$ cat config.mk
export PLATFORM = sky130hd
export DESIGN_NAME = btn_cond_flat
export DESIGN_NICKNAME = d
export VERILOG_FILES = /design/src/rtl/pong_pkg.sv /design/src/rtl/btn_cond_if.sv /design/src/rtl/btn_chan.sv /design/src/rtl/btn_cond.sv /design/src/flat_wrapper.sv
export SDC_FILE = /design/constraint.sdc
export NUM_CORES = 1
export LEC_CHECK = 0
export BUFFER_PORTS_ARGS = -buffer_cell sky130_fd_sc_hd__buf_2
export CAP_MARGIN = 15
export CORE_MARGIN = 5
export CORE_UTILIZATION = 63
export CTS_BUF_LIST = sky130_fd_sc_hd__clkbuf_8 sky130_fd_sc_hd__clkbuf_16
export CTS_CLUSTER_SIZE = 16
export DETAILED_ROUTE_END_ITERATION = 10
export PLACE_DENSITY = 0.8
export SETUP_SLACK_MARGIN = 0.2
export SLEW_MARGIN = 20
export SYNTH_ARGS = -nofsm -noshare
export SYNTH_HDL_FRONTEND = slang
export SYNTH_SLANG_ARGS = --single-unit
$ cat constraint.sdc
create_clock -name vga_clk -period 2.8 [get_ports vga_clk]
set_input_delay 0.14 -clock vga_clk [delete_from_list [all_inputs] [get_ports vga_clk]]
set_output_delay 0.14 -clock vga_clk [all_outputs]
set_load 0.02 [all_outputs]
$ cat src/rtl/pong_pkg.sv
// Shared definitions for the pong input path: button FSM state encoding,
// default timing constants and a counter-width helper.
package pong_pkg;

    typedef enum logic [1:0] {
        ST_IDLE   = 2'd0,
        ST_HOLD   = 2'd1,
        ST_REPEAT = 2'd2
    } btn_state_t;

    // 25 MHz pixel clock: 10 ms debounce, 500 ms first repeat, 100 ms cadence.
    localparam int DEF_DEBOUNCE_CYCLES = 250000;
    localparam int DEF_REPEAT_DELAY    = 12500000;
    localparam int DEF_REPEAT_RATE     = 2500000;

    function automatic int cnt_width(input int v);
        return ($clog2(v) < 1) ? 1 : $clog2(v);
    endfunction

endpackage

$ cat src/rtl/btn_cond_if.sv
// Bundle between the raw paddle buttons and the conditioned outputs seen by pong.
interface btn_cond_if;
    logic btn_up_raw;
    logic btn_down_raw;
    logic btn_up;
    logic btn_down;
    logic up_pulse;
    logic down_pulse;

    modport master (
        output btn_up_raw, btn_down_raw,
        input  btn_up, btn_down, up_pulse, down_pulse
    );

    modport slave (
        input  btn_up_raw, btn_down_raw,
        output btn_up, btn_down, up_pulse, down_pulse
    );
endinterface

$ cat src/rtl/btn_chan.sv
// One button channel: 2-FF synchroniser, debounce counter and auto-repeat FSM.
// Outputs are the next-cycle level and unmasked pulse; the parent registers them.
//
// state     | meaning
// ST_IDLE   | level low, waiting for a debounced press
// ST_HOLD   | pressed, counting down the initial repeat delay
// ST_REPEAT | still pressed, strobing every REPEAT_RATE cycles
module btn_chan
    import pong_pkg::*;
#(
    parameter int DEBOUNCE_CYCLES = DEF_DEBOUNCE_CYCLES,
    parameter int REPEAT_DELAY    = DEF_REPEAT_DELAY,
    parameter int REPEAT_RATE     = DEF_REPEAT_RATE
) (
    input  logic vga_clk,
    input  logic rst,
    input  logic i_raw,
    output logic o_level_next,
    output logic o_pulse_next
);

    localparam int W_DEB = cnt_width(DEBOUNCE_CYCLES);
    localparam int W_TMR = cnt_width((REPEAT_DELAY > REPEAT_RATE) ? REPEAT_DELAY : REPEAT_RATE);

    localparam logic [W_DEB-1:0] DEB_TC     = W_DEB'(DEBOUNCE_CYCLES - 1);
    localparam logic [W_DEB-1:0] DEB_ONE    = W_DEB'(1);
    localparam logic [W_TMR-1:0] DELAY_LOAD = W_TMR'(REPEAT_DELAY - 1);
    localparam logic [W_TMR-1:0] RATE_LOAD  = W_TMR'(REPEAT_RATE - 1);
    localparam logic [W_TMR-1:0] TMR_ONE    = W_TMR'(1);

    logic             r_sync1;
    logic             r_sync2;
    logic             r_level;
    logic [W_DEB-1:0] r_deb_cnt;
    logic [W_TMR-1:0] r_tmr;
    btn_state_t       r_state;

    logic             w_level_next;
    logic [W_DEB-1:0] w_deb_cnt_next;
    logic [W_TMR-1:0] w_tmr_next;
    btn_state_t       w_state_next;
    logic             w_pulse_next;

    always_ff @(posedge vga_clk or negedge rst) begin
        if (!rst) begin
            r_sync1   <= 1'b0;
            r_sync2   <= 1'b0;
            r_level   <= 1'b0;
            r_deb_cnt <= '0;
            r_tmr     <= '0;
            r_state   <= ST_IDLE;
        end else begin
            r_sync1   <= i_raw;
            r_sync2   <= r_sync1;
            r_level   <= w_level_next;
            r_deb_cnt <= w_deb_cnt_next;
            r_tmr     <= w_tmr_next;
            r_state   <= w_state_next;
        end
    end

    // Counter only survives while the synced input keeps disagreeing with the level.
    always_comb begin
        w_level_next   = r_level;
        w_deb_cnt_next = '0;
        if (r_sync2 != r_level) begin
            if (r_deb_cnt == DEB_TC) begin
                w_level_next = ~r_level;
            end else begin
                w_deb_cnt_next = r_deb_cnt + DEB_ONE;
            end
        end
    end

    // Release is checked before the timer so a simultaneous release never strobes.
    always_comb begin
        w_state_next = r_state;
        w_tmr_next   = r_tmr;
        w_pulse_next = 1'b0;
        case (r_state)
            ST_IDLE: begin
                if (w_level_next && !r_level) begin
                    w_state_next = ST_HOLD;
                    w_tmr_next   = DELAY_LOAD;
                    w_pulse_next = 1'b1;
                end
            end
            ST_HOLD, ST_REPEAT: begin
                if (!w_level_next) begin
                    w_state_next = ST_IDLE;
                end else if (r_tmr == '0) begin
                    w_state_next = ST_REPEAT;
                    w_tmr_next   = RATE_LOAD;
                    w_pulse_next = 1'b1;
                end else begin
                    w_tmr_next = r_tmr - TMR_ONE;
                end
            end
            default: begin
                w_state_next = ST_IDLE;
            end
        endcase
    end

    assign o_level_next = w_level_next;
    assign o_pulse_next = w_pulse_next;

endmodule

$ cat src/rtl/btn_cond.sv
// Paddle button conditioning: two debounced/auto-repeat channels plus
// up/down conflict masking in front of the registered outputs.
module btn_cond
    import pong_pkg::*;
#(
    parameter int DEBOUNCE_CYCLES = DEF_DEBOUNCE_CYCLES,
    parameter int REPEAT_DELAY    = DEF_REPEAT_DELAY,
    parameter int REPEAT_RATE     = DEF_REPEAT_RATE
) (
    input  logic      vga_clk,
    input  logic      rst,
    btn_cond_if.slave bus
);

    logic w_up_level_next;
    logic w_up_pulse_next;
    logic w_dn_level_next;
    logic w_dn_pulse_next;

    logic r_btn_up;
    logic r_btn_down;
    logic r_up_pulse;
    logic r_down_pulse;

    btn_chan #(
        .DEBOUNCE_CYCLES (DEBOUNCE_CYCLES),
        .REPEAT_DELAY    (REPEAT_DELAY),
        .REPEAT_RATE     (REPEAT_RATE)
    ) u_up (
        .vga_clk      (vga_clk),
        .rst          (rst),
        .i_raw        (bus.btn_up_raw),
        .o_level_next (w_up_level_next),
        .o_pulse_next (w_up_pulse_next)
    );

    btn_chan #(
        .DEBOUNCE_CYCLES (DEBOUNCE_CYCLES),
        .REPEAT_DELAY    (REPEAT_DELAY),
        .REPEAT_RATE     (REPEAT_RATE)
    ) u_dn (
        .vga_clk      (vga_clk),
        .rst          (rst),
        .i_raw        (bus.btn_down_raw),
        .o_level_next (w_dn_level_next),
        .o_pulse_next (w_dn_pulse_next)
    );

    // Mask against the opposite level as it will read this cycle, so the very
    // first conflicting cycle is already silent.
    always_ff @(posedge vga_clk or negedge rst) begin
        if (!rst) begin
            r_btn_up     <= 1'b0;
            r_btn_down   <= 1'b0;
            r_up_pulse   <= 1'b0;
            r_down_pulse <= 1'b0;
        end else begin
            r_btn_up     <= w_up_level_next;
            r_btn_down   <= w_dn_level_next;
            r_up_pulse   <= w_up_pulse_next & ~w_dn_level_next;
            r_down_pulse <= w_dn_pulse_next & ~w_up_level_next;
        end
    end

    assign bus.btn_up     = r_btn_up;
    assign bus.btn_down   = r_btn_down;
    assign bus.up_pulse   = r_up_pulse;
    assign bus.down_pulse = r_down_pulse;

endmodule
$ cat src/flat_wrapper.sv
// flat-port wrapper written by rule: the top's interface ports become plain ports
module btn_cond_flat import pong_pkg::*;
#(
    parameter int DEBOUNCE_CYCLES = DEF_DEBOUNCE_CYCLES,
    parameter int REPEAT_DELAY    = DEF_REPEAT_DELAY,
    parameter int REPEAT_RATE     = DEF_REPEAT_RATE
)
  (vga_clk, rst, bus_btn_up_raw, bus_btn_down_raw, bus_btn_up, bus_btn_down, bus_up_pulse, bus_down_pulse);
  btn_cond_if bus_i ();
  input  logic vga_clk;
  input  logic rst;
  input wire logic [$bits(bus_i.btn_up_raw)-1:0] bus_btn_up_raw;
  input wire logic [$bits(bus_i.btn_down_raw)-1:0] bus_btn_down_raw;
  output wire logic [$bits(bus_i.btn_up)-1:0] bus_btn_up;
  output wire logic [$bits(bus_i.btn_down)-1:0] bus_btn_down;
  output wire logic [$bits(bus_i.up_pulse)-1:0] bus_up_pulse;
  output wire logic [$bits(bus_i.down_pulse)-1:0] bus_down_pulse;
  assign bus_i.btn_up_raw = bus_btn_up_raw;
  assign bus_i.btn_down_raw = bus_btn_down_raw;
  assign bus_btn_up = bus_i.btn_up;
  assign bus_btn_down = bus_i.btn_down;
  assign bus_up_pulse = bus_i.up_pulse;
  assign bus_down_pulse = bus_i.down_pulse;
  btn_cond #(.DEBOUNCE_CYCLES(DEBOUNCE_CYCLES), .REPEAT_DELAY(REPEAT_DELAY), .REPEAT_RATE(REPEAT_RATE)) u_core (.vga_clk(vga_clk), .rst(rst), .bus(bus_i));
endmodule
==> impl_summary.md, run 1 <==
Outcome
The run finished with clean final reports.

Worst setup path
The critical path goes through or4_1 -> or4b_4 -> o21a_1 -> and3_4 -> a32o_1. The worst setup path is captured at a register. The startpoint identified for the worst register-to-register timing path is u_core.u_dn.r_tmr[4].

On the worst path, the slowest cell contributes a delay of about 600 ps. The depth of the worst register-to-register path is 5. Tracing the worst setup path back leads to its startpoint at u_core.u_dn.r_tmr[4]. At the worst endpoint, the arrival time is between 2000 and 3000 ps. The largest individual stage delay along the critical path comes from the cell or4_1. In this run the worst path has a maximum fanout of 12. The minimum setup slack among reg-to-reg paths is ~240 ps.

The start-to-end type of the worst setup path is register to register. The critical path endpoint is u_core.u_dn.r_tmr[9]. The startpoint kind of the worst setup timing path is a register. The required time at the worst-slack endpoint is 3050 ps. The reg-to-reg endpoint is u_core.u_dn.r_tmr[9].

Cells and area
The area of combinational cells with multiple inputs is 0.00252 mm^2. The number of antenna diodes in the final layout is 0. Of the cells placed in the final design, the portion with a size suffix greater than 1 is 7.98%.

The layout net count is 574. The register area is around 0.0024 mm^2. The final design utilization is between 70% and 80%. Relative to the synthesized area, the layout overhead comes to 8.69%. The number of inserted filler cells in the final layout is 596.

Synthesis
The synthesized netlist occupies a cell area of around 0.0051 mm^2. The share of the Yosys chip area taken by registers is roughly 48%. The number of different library cells used by synthesis comes to 56. The number of flops mapped to enable cells by yosys is 0. Synthesis produced a netlist whose cell count is roughly 550.

Summed over all instances, the cell type with the most area after synthesis is dfrtp_1. dfrtp_1 is the most common cell in the netlist. The synthesized net count is 560. The count of warnings emitted by yosys is 0. The number of register bits inferred by synthesis is 96. By count the netlist is led by 96 x dfrtp_1, 72 x nor2_1, 36 x nand2_1. In the synthesized netlist the dominant register cell turns out to be dfrtp_1. After synthesis, the cell types taking the most area are dfrtp_1 48%, nor2_1 5.3%, xor2_1 3.5%. Of all flip-flops after synthesis, the portion carrying an async set or reset was 100%. The mean instance size in the synthesized netlist is between 9 and 10 um^2. The area fraction of the dominant cell type after synthesis is between 40 and 50%.

Global routing
Global routing consumed, over all layers together, between 20% and 30% of the routing resources. The first global-routing pass estimated 18900 um of wire. The initial antenna violation count is 0. The number of global-route vias before repair is about 4100.

The largest net degree at the start of global routing is 60. The overflow left after global routing is 0.

Place
The last weighted congestion value of the routability-driven placer is about 0.9. The placement-stage worst setup slack is 187 ps. Summed over all nets, the half-perimeter wirelength after detailed placement is 7460 um. The count of port buffers added during placement is 7.

Floorplan
The initial cell density of the core is approximately 65%. The die covers 0.00991 mm^2. The standard-cell row count is 32. In this run the count of I/O pins placed on the die edge is 8. The die is between 90 and 100 um wide. The die extent in y is between 90 and 100 um. The area inside the core boundary is 0.00777 mm^2.

Routing
In the routed layout, each cell is associated on average with a via count of approximately 6.3. Before antenna repair, the detailed router went through 7 iterations. The initial DRC count is roughly 270.

The DRC violation count after routing is 0. The average wire per standard cell is between 15 and 20 um. The wire length after detailed routing is ~11000 um. Once detail routing completed, the nets flagged for antenna violations numbered 0.

The total via count after detailed routing is 4190.

STA
Clock skew on the completed layout was measured at roughly 11 ps. Setup repair after global routing could not meet its margin everywhere. For the pin with the worst max-slew slack, the measured transition is about 750 ps.

The normalized max-slew margin is 50.1%. The total count of max-transition violations in the final report is 0. Timing would allow up to 391 MHz. The total count of hold-check failures in the final report is 0. Setup violations remaining at the end of the flow were counted as 0.

The sum of negative setup slack is 0 ps. The share of the clock period used by the worst path is around 91%. Setup slack closes at 241 ps.

The clock period could shrink to 2560 ps.

Clocking
In this run the number of H-tree levels came out at 3. The insertion delay to the later sink of the worst-skew pair is 360 ps. The longest clock path from root to sink contains 2 buffers. The cell sitting at the root of the clock tree is a clkbuf_8.

After clock tree synthesis, the clock-pin slew on the worst setup and hold paths is 100 ps. After clock tree synthesis, the setup repair step added 0 buffers. CTS saw 96 sinks. TritonCTS built the clock tree. The total CTS buffers is 9.

Power
The design draws about 2.4 mW. IR analysis of the VDD net gives a maximum drop of between 0.3 and 0.4 mV. The analysis attributes to cell leakage a power of between 2 and 2.5 nW. The power per cell area is 437 mW/mm^2.

Run
The max capacitance violation total is 0.

Min path
The worst min-delay path class is register to register. In this run the most critical hold path is launched from u_core.u_up.r_sync1.
==> cell families after synthesis <==
family	Yosys count	share of synthesized area (%)
simple gates	234	23.5
compound gates	136	17.6
flops	96	47.5
buf+inv	36	3.00
xor+xnor	34	5.89
fa+ha+maj	10	2.48
==> metrics by stage <==
stage          std cells  area (um^2)  hold WS [ps]
2_1_floorplan        546         5050          -156
3_3_place_gp         648         5240           248
3_5_place_dp         648         5240           257
4_1_cts              666         5480           366
5_1_grt              666         5490           370
6_report             666         5490           356
==> registers in the layout, indices dropped and copies added (netlist names), 2 cells and up <==
| name | flops |
|---|---|
| u_core.u_dn.r_tmr | 24 |
| u_core.u_up.r_tmr | 24 |
| u_core.u_dn.r_deb_cnt | 18 |
| u_core.u_up.r_deb_cnt | 18 |
| u_core.u_dn.r_state | 2 |
| u_core.u_up.r_state | 2 |
==> where the power goes <==
group	leakage (nW)	switching (mW)	internal (mW)	total (mW)
Clock	0.0976	0.482	0.459	0.941
Combinational	1.05	0.0419	0.0155	0.0573
Sequential	1.33	0.00793	1.40	1.40
Total	2.47	0.532	1.87	2.40
==> layout make-up <==
class	count	area share, %
Clock buffer	11	2.76
Inverter	16	1.09
Clock inverter	4	0.979
Sequential cell	96	43.7
Timing Repair Buffer	23	3.23
Tap cell	102	2.32
Multi-Input combinational cell	414	45.9
==> what timing repair did <==
item / in CTS / in global routing
hold endpoints to repair: 60 / 0
gates resized for setup: 1 / 3
setup endpoints to repair: 6 / 28
hold buffers: 3 / 0
==> routing by layer <==
metal	global-route usage [%]	vias up	wire length (um)
met5	0	-	0
met4	7.46	0	163
met3	3.58	20	447
met2	37.7	105	5180
met1	31.9	2036	5030
li1	-	2029	-
==> how the worst min path moves through the flow <==
| stage | endpoint | slack, ps | depth (start not counted) |
|---|---|---|---|
| finish | u_core.u_up.r_sync2 | 360 | 0 |
| global route | u_core.u_up.r_sync2 | 370 | 0 |
| CTS | u_core.u_up.r_sync2 | 370 | 0 |
| detailed placement | u_core.u_dn.r_tmr[18] | 260 | 1 |
| global placement | u_core.u_dn.r_tmr[15] | 250 | 1 |
| floorplan | u_core.bus.btn_down | -160 | 0 |
==> worst max-delay path, delay by kind of cell, from the launching register on <==
family	cells	cell delay, ps
flops	1	460
simple gates	3	1450
compound gates	2	540
==> placed cells by master (no fill, tap or decap), drive strengths merged, types with 2 or more instances in the layout <==
cell	instances
a21bo	2
o41ai	6
nor3	23
nand3	21
a211oi	2
dlygate4sd3	3
and4	3
nand2b	12
o21ai	35
a22o	16
ha	10
xor2	20
o22ai	3
and3	10
inv	16
clkbuf	11
a32o	3
nand4b	2
clkinvlp	2
xnor2	14
dfrtp	96
nor4	18
and2	3
o31ai	7
o21a	2
nor2	73
nand4	10
buf	20
a31oi	19
nor4b	2
nand2	36
a21o	3
or3	4
or4	8
nor3b	3
a21oi	29
o22a	2
Note: power is estimated with default switching activity, not from simulation.
==> run 2, diff against run 1 <==
CELL_PAD_IN_SITES_DETAIL_PLACEMENT = 1   (was not set)
CELL_PAD_IN_SITES_GLOBAL_PLACEMENT = 1   (was not set)
CORE_UTILIZATION = 49   (was 63)
PLACE_DENSITY = not set   (was 0.8)
PLACE_DENSITY_LB_ADDON = 0.1   (was not set)
==> run 2 against run 1 <==
Routed wire length up 19%; first-iteration DRC count down 13%; sequential power about the same; clock skew up 3.5 ps; critical path depth unchanged; maximum frequency up 1.8%; global-route usage down 1.4 points; combinational power up 3%; sequential share of layout area down 1.2 points; via count up 1.1%; critical endpoint unchanged.
==> impl_summary.md, run 2 (same netlist as run 1, synthesis figures left out) <==
Outcome
Run status: finished clean (unchanged).

Cells and area
The final design utilization is 55.5% (was 70.7%). The area of combinational cells with multiple inputs is 0.00252 mm^2 (unchanged). The area added between synthesis and finish came to 11.8% (was 8.69%). The final design area excluding fillers is 0.00565 mm^2 (was 0.00549 mm^2).

The fraction of layout instances using a drive strength above 1 came to 9.93% (was 7.98%). The number of inserted diodes came to 0 (unchanged). The layout net count is 583 (was 574). The most common cell after layout, fill and taps aside is dfrtp_1 (unchanged).

The register area came to 0.00240 mm^2 (about the same). Commonest cells after routing, fill and taps aside: 95 x dfrtp_1, 72 x nor2_1, 36 x nand2_1, 32 x o21ai_0, 28 x a21oi_1 (was 96 x dfrtp_1, 72 x nor2_1, 36 x nand2_1, 32 x o21ai_0, 28 x a21oi_1). The number of inserted filler cells in the final layout is 1178 (was 596). Registers with the most flip-flops: u_core.u_dn.r_tmr x24, u_core.u_up.r_tmr x24 (unchanged).

Floorplan
The die extent in y is 112 um (was 99.6 um). The width of the die is 112 um (was 99.6 um). The total die area came to 0.0124 mm^2 (was 0.00991 mm^2). The number of primary I/O pins came to 8 (unchanged). The area inside the core boundary came to 0.0102 mm^2 (was 0.00777 mm^2). The standard-cell row count is 37 (was 32). The initial cell density of the core came to 49.6% (was 65.1%).

Routing
The average wire per standard cell is 18.2 um (was 16.2 um). The wire length after detailed routing is 12900 um (was 10800 um). The initial DRC count is 230 (was 265). The number of search-and-repair iterations in the first detailed-routing pass is 4 (was 7). The via count normalized by instance count is 5.96 (was 6.29). The number of antenna-violating nets in the routed design is 0 (unchanged). The DRC violation count after routing is 0 (unchanged). The total via count after detailed routing is 4235 (was 4190).

Run
The max capacitance violation total was 0 (unchanged).

Power
The cell-internal power was 2.10 mW (was 1.87 mW). The net switching power of the design is 0.574 mW (was 0.532 mW). The proportion of total power due to net switching came to 21.5% (was 22.1%). The proportion of power drawn by combinational gates came to 2.2% (was 2.4%). The peak ir drop on the vdd network is 0.218 mV (was 0.385 mV).

The clock network power share is 45.3% (was 39.2%). The fraction of power consumed by sequential logic is 52.5% (was 58.4%). The leakage power is 2.55 nW (was 2.47 nW). The power per cell area is 473 mW/mm^2 (was 437 mW/mm^2).

STA
The pin slew with the least headroom to its limit is 701 ps (was 748 ps). The minimum period implied by the final worst setup slack is 2510 ps (was 2560 ps). RSZ-0062 raised after global routing: yes (unchanged). The highest clock frequency the design can meet is 398 MHz (was 391 MHz). The normalized max-slew margin is 52.8% (was 50.1%). The clock tree skew after final layout is 14.9 ps (was 11.4 ps). The total count of max-transition violations in the final report came to 0 (unchanged). The share of the clock period used by the worst path is 89.8% (was 91.4%). The total count of hold-check failures in the final report is 0 (unchanged). The sum of negative setup slack was 0 ps (unchanged). The setup violation total in the final timing report is 0 (unchanged).

Clocking
The CTS tree is yes (unchanged). The master cell of the clock root buffer is clkbuf_8 (unchanged). The number of clock sinks came to 96 (unchanged).

The CTS clock-pin slew for the worst setup and hold paths is 100 ps (about the same). The total CTS buffers is 9 (unchanged). The insertion delay to the later sink of the worst-skew pair is 370 ps (was 360 ps). The number of H-tree levels is 3 (unchanged). The post-CTS setup buffer count was 0 (unchanged). The largest buffer count on any clock path was 2 (unchanged).

Worst setup path
The start-to-end type of the worst setup path is register to register (unchanged). The startpoint kind of the worst setup timing path was a register (unchanged). The peak fanout along the critical path was 12 (unchanged). The critical path arrival is 2770 ps (was 2810 ps). The critical path capture point type was a register (unchanged). The required time at the worst-slack endpoint is 3060 ps (was 3050 ps).

Global routing
The overflow left after global routing came to 0 (unchanged). The first-pass GRT wire length was 22500 um (was 18900 um). The largest net degree at the start of global routing was 50 (was 60). The number of global-route vias before repair is 4545 (was 4060). The global-route usage over all layers is 21.7% (was 23.2%).

The initial antenna violation count is 0 (unchanged).

Place
The last weighted congestion value of the routability-driven placer is 0.845 (was 0.912). The total cell area at the placement stage was 0.00534 mm^2 (was 0.00524 mm^2). The HPWL after detailed placement is 9150 um (was 7460 um). The count of port buffers added during placement is 7 (unchanged).

Min path
The worst min-delay path class is primary input to async pin (was register to register).
## run 2: final cells by class
cell class	instances	share of cell area, %
tap	136	3.01
inverter	16	1.06
timing repair buffer	32	4.12
clock inverter	7	2.50
clock buffer	9	2.19
multi-input combinational	414	44.6
sequential	96	42.5
## run 2: path summary, 6_finish.rpt
check / endpoint / slack, ps / from / cells after the start
setup / recovery: u_core.u_dn.r_tmr[9] / 290 / u_core.u_dn.r_tmr[8] / 5
hold / removal: u_core.u_up.r_tmr[5] / 330 / rst / 2
setup reg to reg: u_core.u_dn.r_tmr[9] / 290 / u_core.u_dn.r_tmr[8] / 5
hold reg to reg: u_core.u_dn.r_sync2 / 360 / u_core.u_dn.r_sync1 / 0
max in group asynchronous: u_core.u_dn.r_tmr[8] / 1700 / rst / 3
min in group vga_clk: u_core.u_dn.r_sync2 / 360 / u_core.u_dn.r_sync1 / 0
## run 2: timing repair
action | 4_1_cts | 5_1_grt
gates resized for setup | 1 | 4
hold buffers | 3 | 0
endpoints found under the setup margin | 2 | 13
hold endpoints to repair | 48 | 0
pin swaps | 0 | 0
## run 2: metal layers
layer / routed length [um] / global-route usage [%] / part of all wire [%] / vias up
met5: 0 / 0 / 0 / -
li1: - / - / - / 2046
met3: 206 / 3.15 / 1.6 / 12
met1: 5870 / 27.6 / 46 / 2144
met2: 6690 / 38.5 / 52 / 33
met4: 125 / 6.41 / 0.97 / 0
## run 2: per-stage QoR
step           total power [mW]  hold slack (ps)  worst slack (ps)  cells
6_report                   2.67              332               286    710
2_1_floorplan              1.45             -156               409    546
3_5_place_dp               1.49              204               224    691
3_3_place_gp               1.49              199               293    691
5_1_grt                    2.79              375               184    710
4_1_cts                    2.70              336               230    710
## run 2: power groups by stage
stage               registers (mW)  logic, mW  clock network (mW)
floorplan                     1.43     0.0183                   0
global placement              1.43     0.0567                   0
detailed placement            1.43     0.0580                   0
CTS                           1.40     0.0618                1.24
global route                  1.41     0.0703                1.31
finish                        1.40     0.0590                1.21
## run 2: worst max-delay path, stage by stage (launching register included)
cell and delay [ps]:
dfrtp_2 460, or4_1 510, or4b_4 610, o21a_1 280
and3_4 270, a32o_1 260
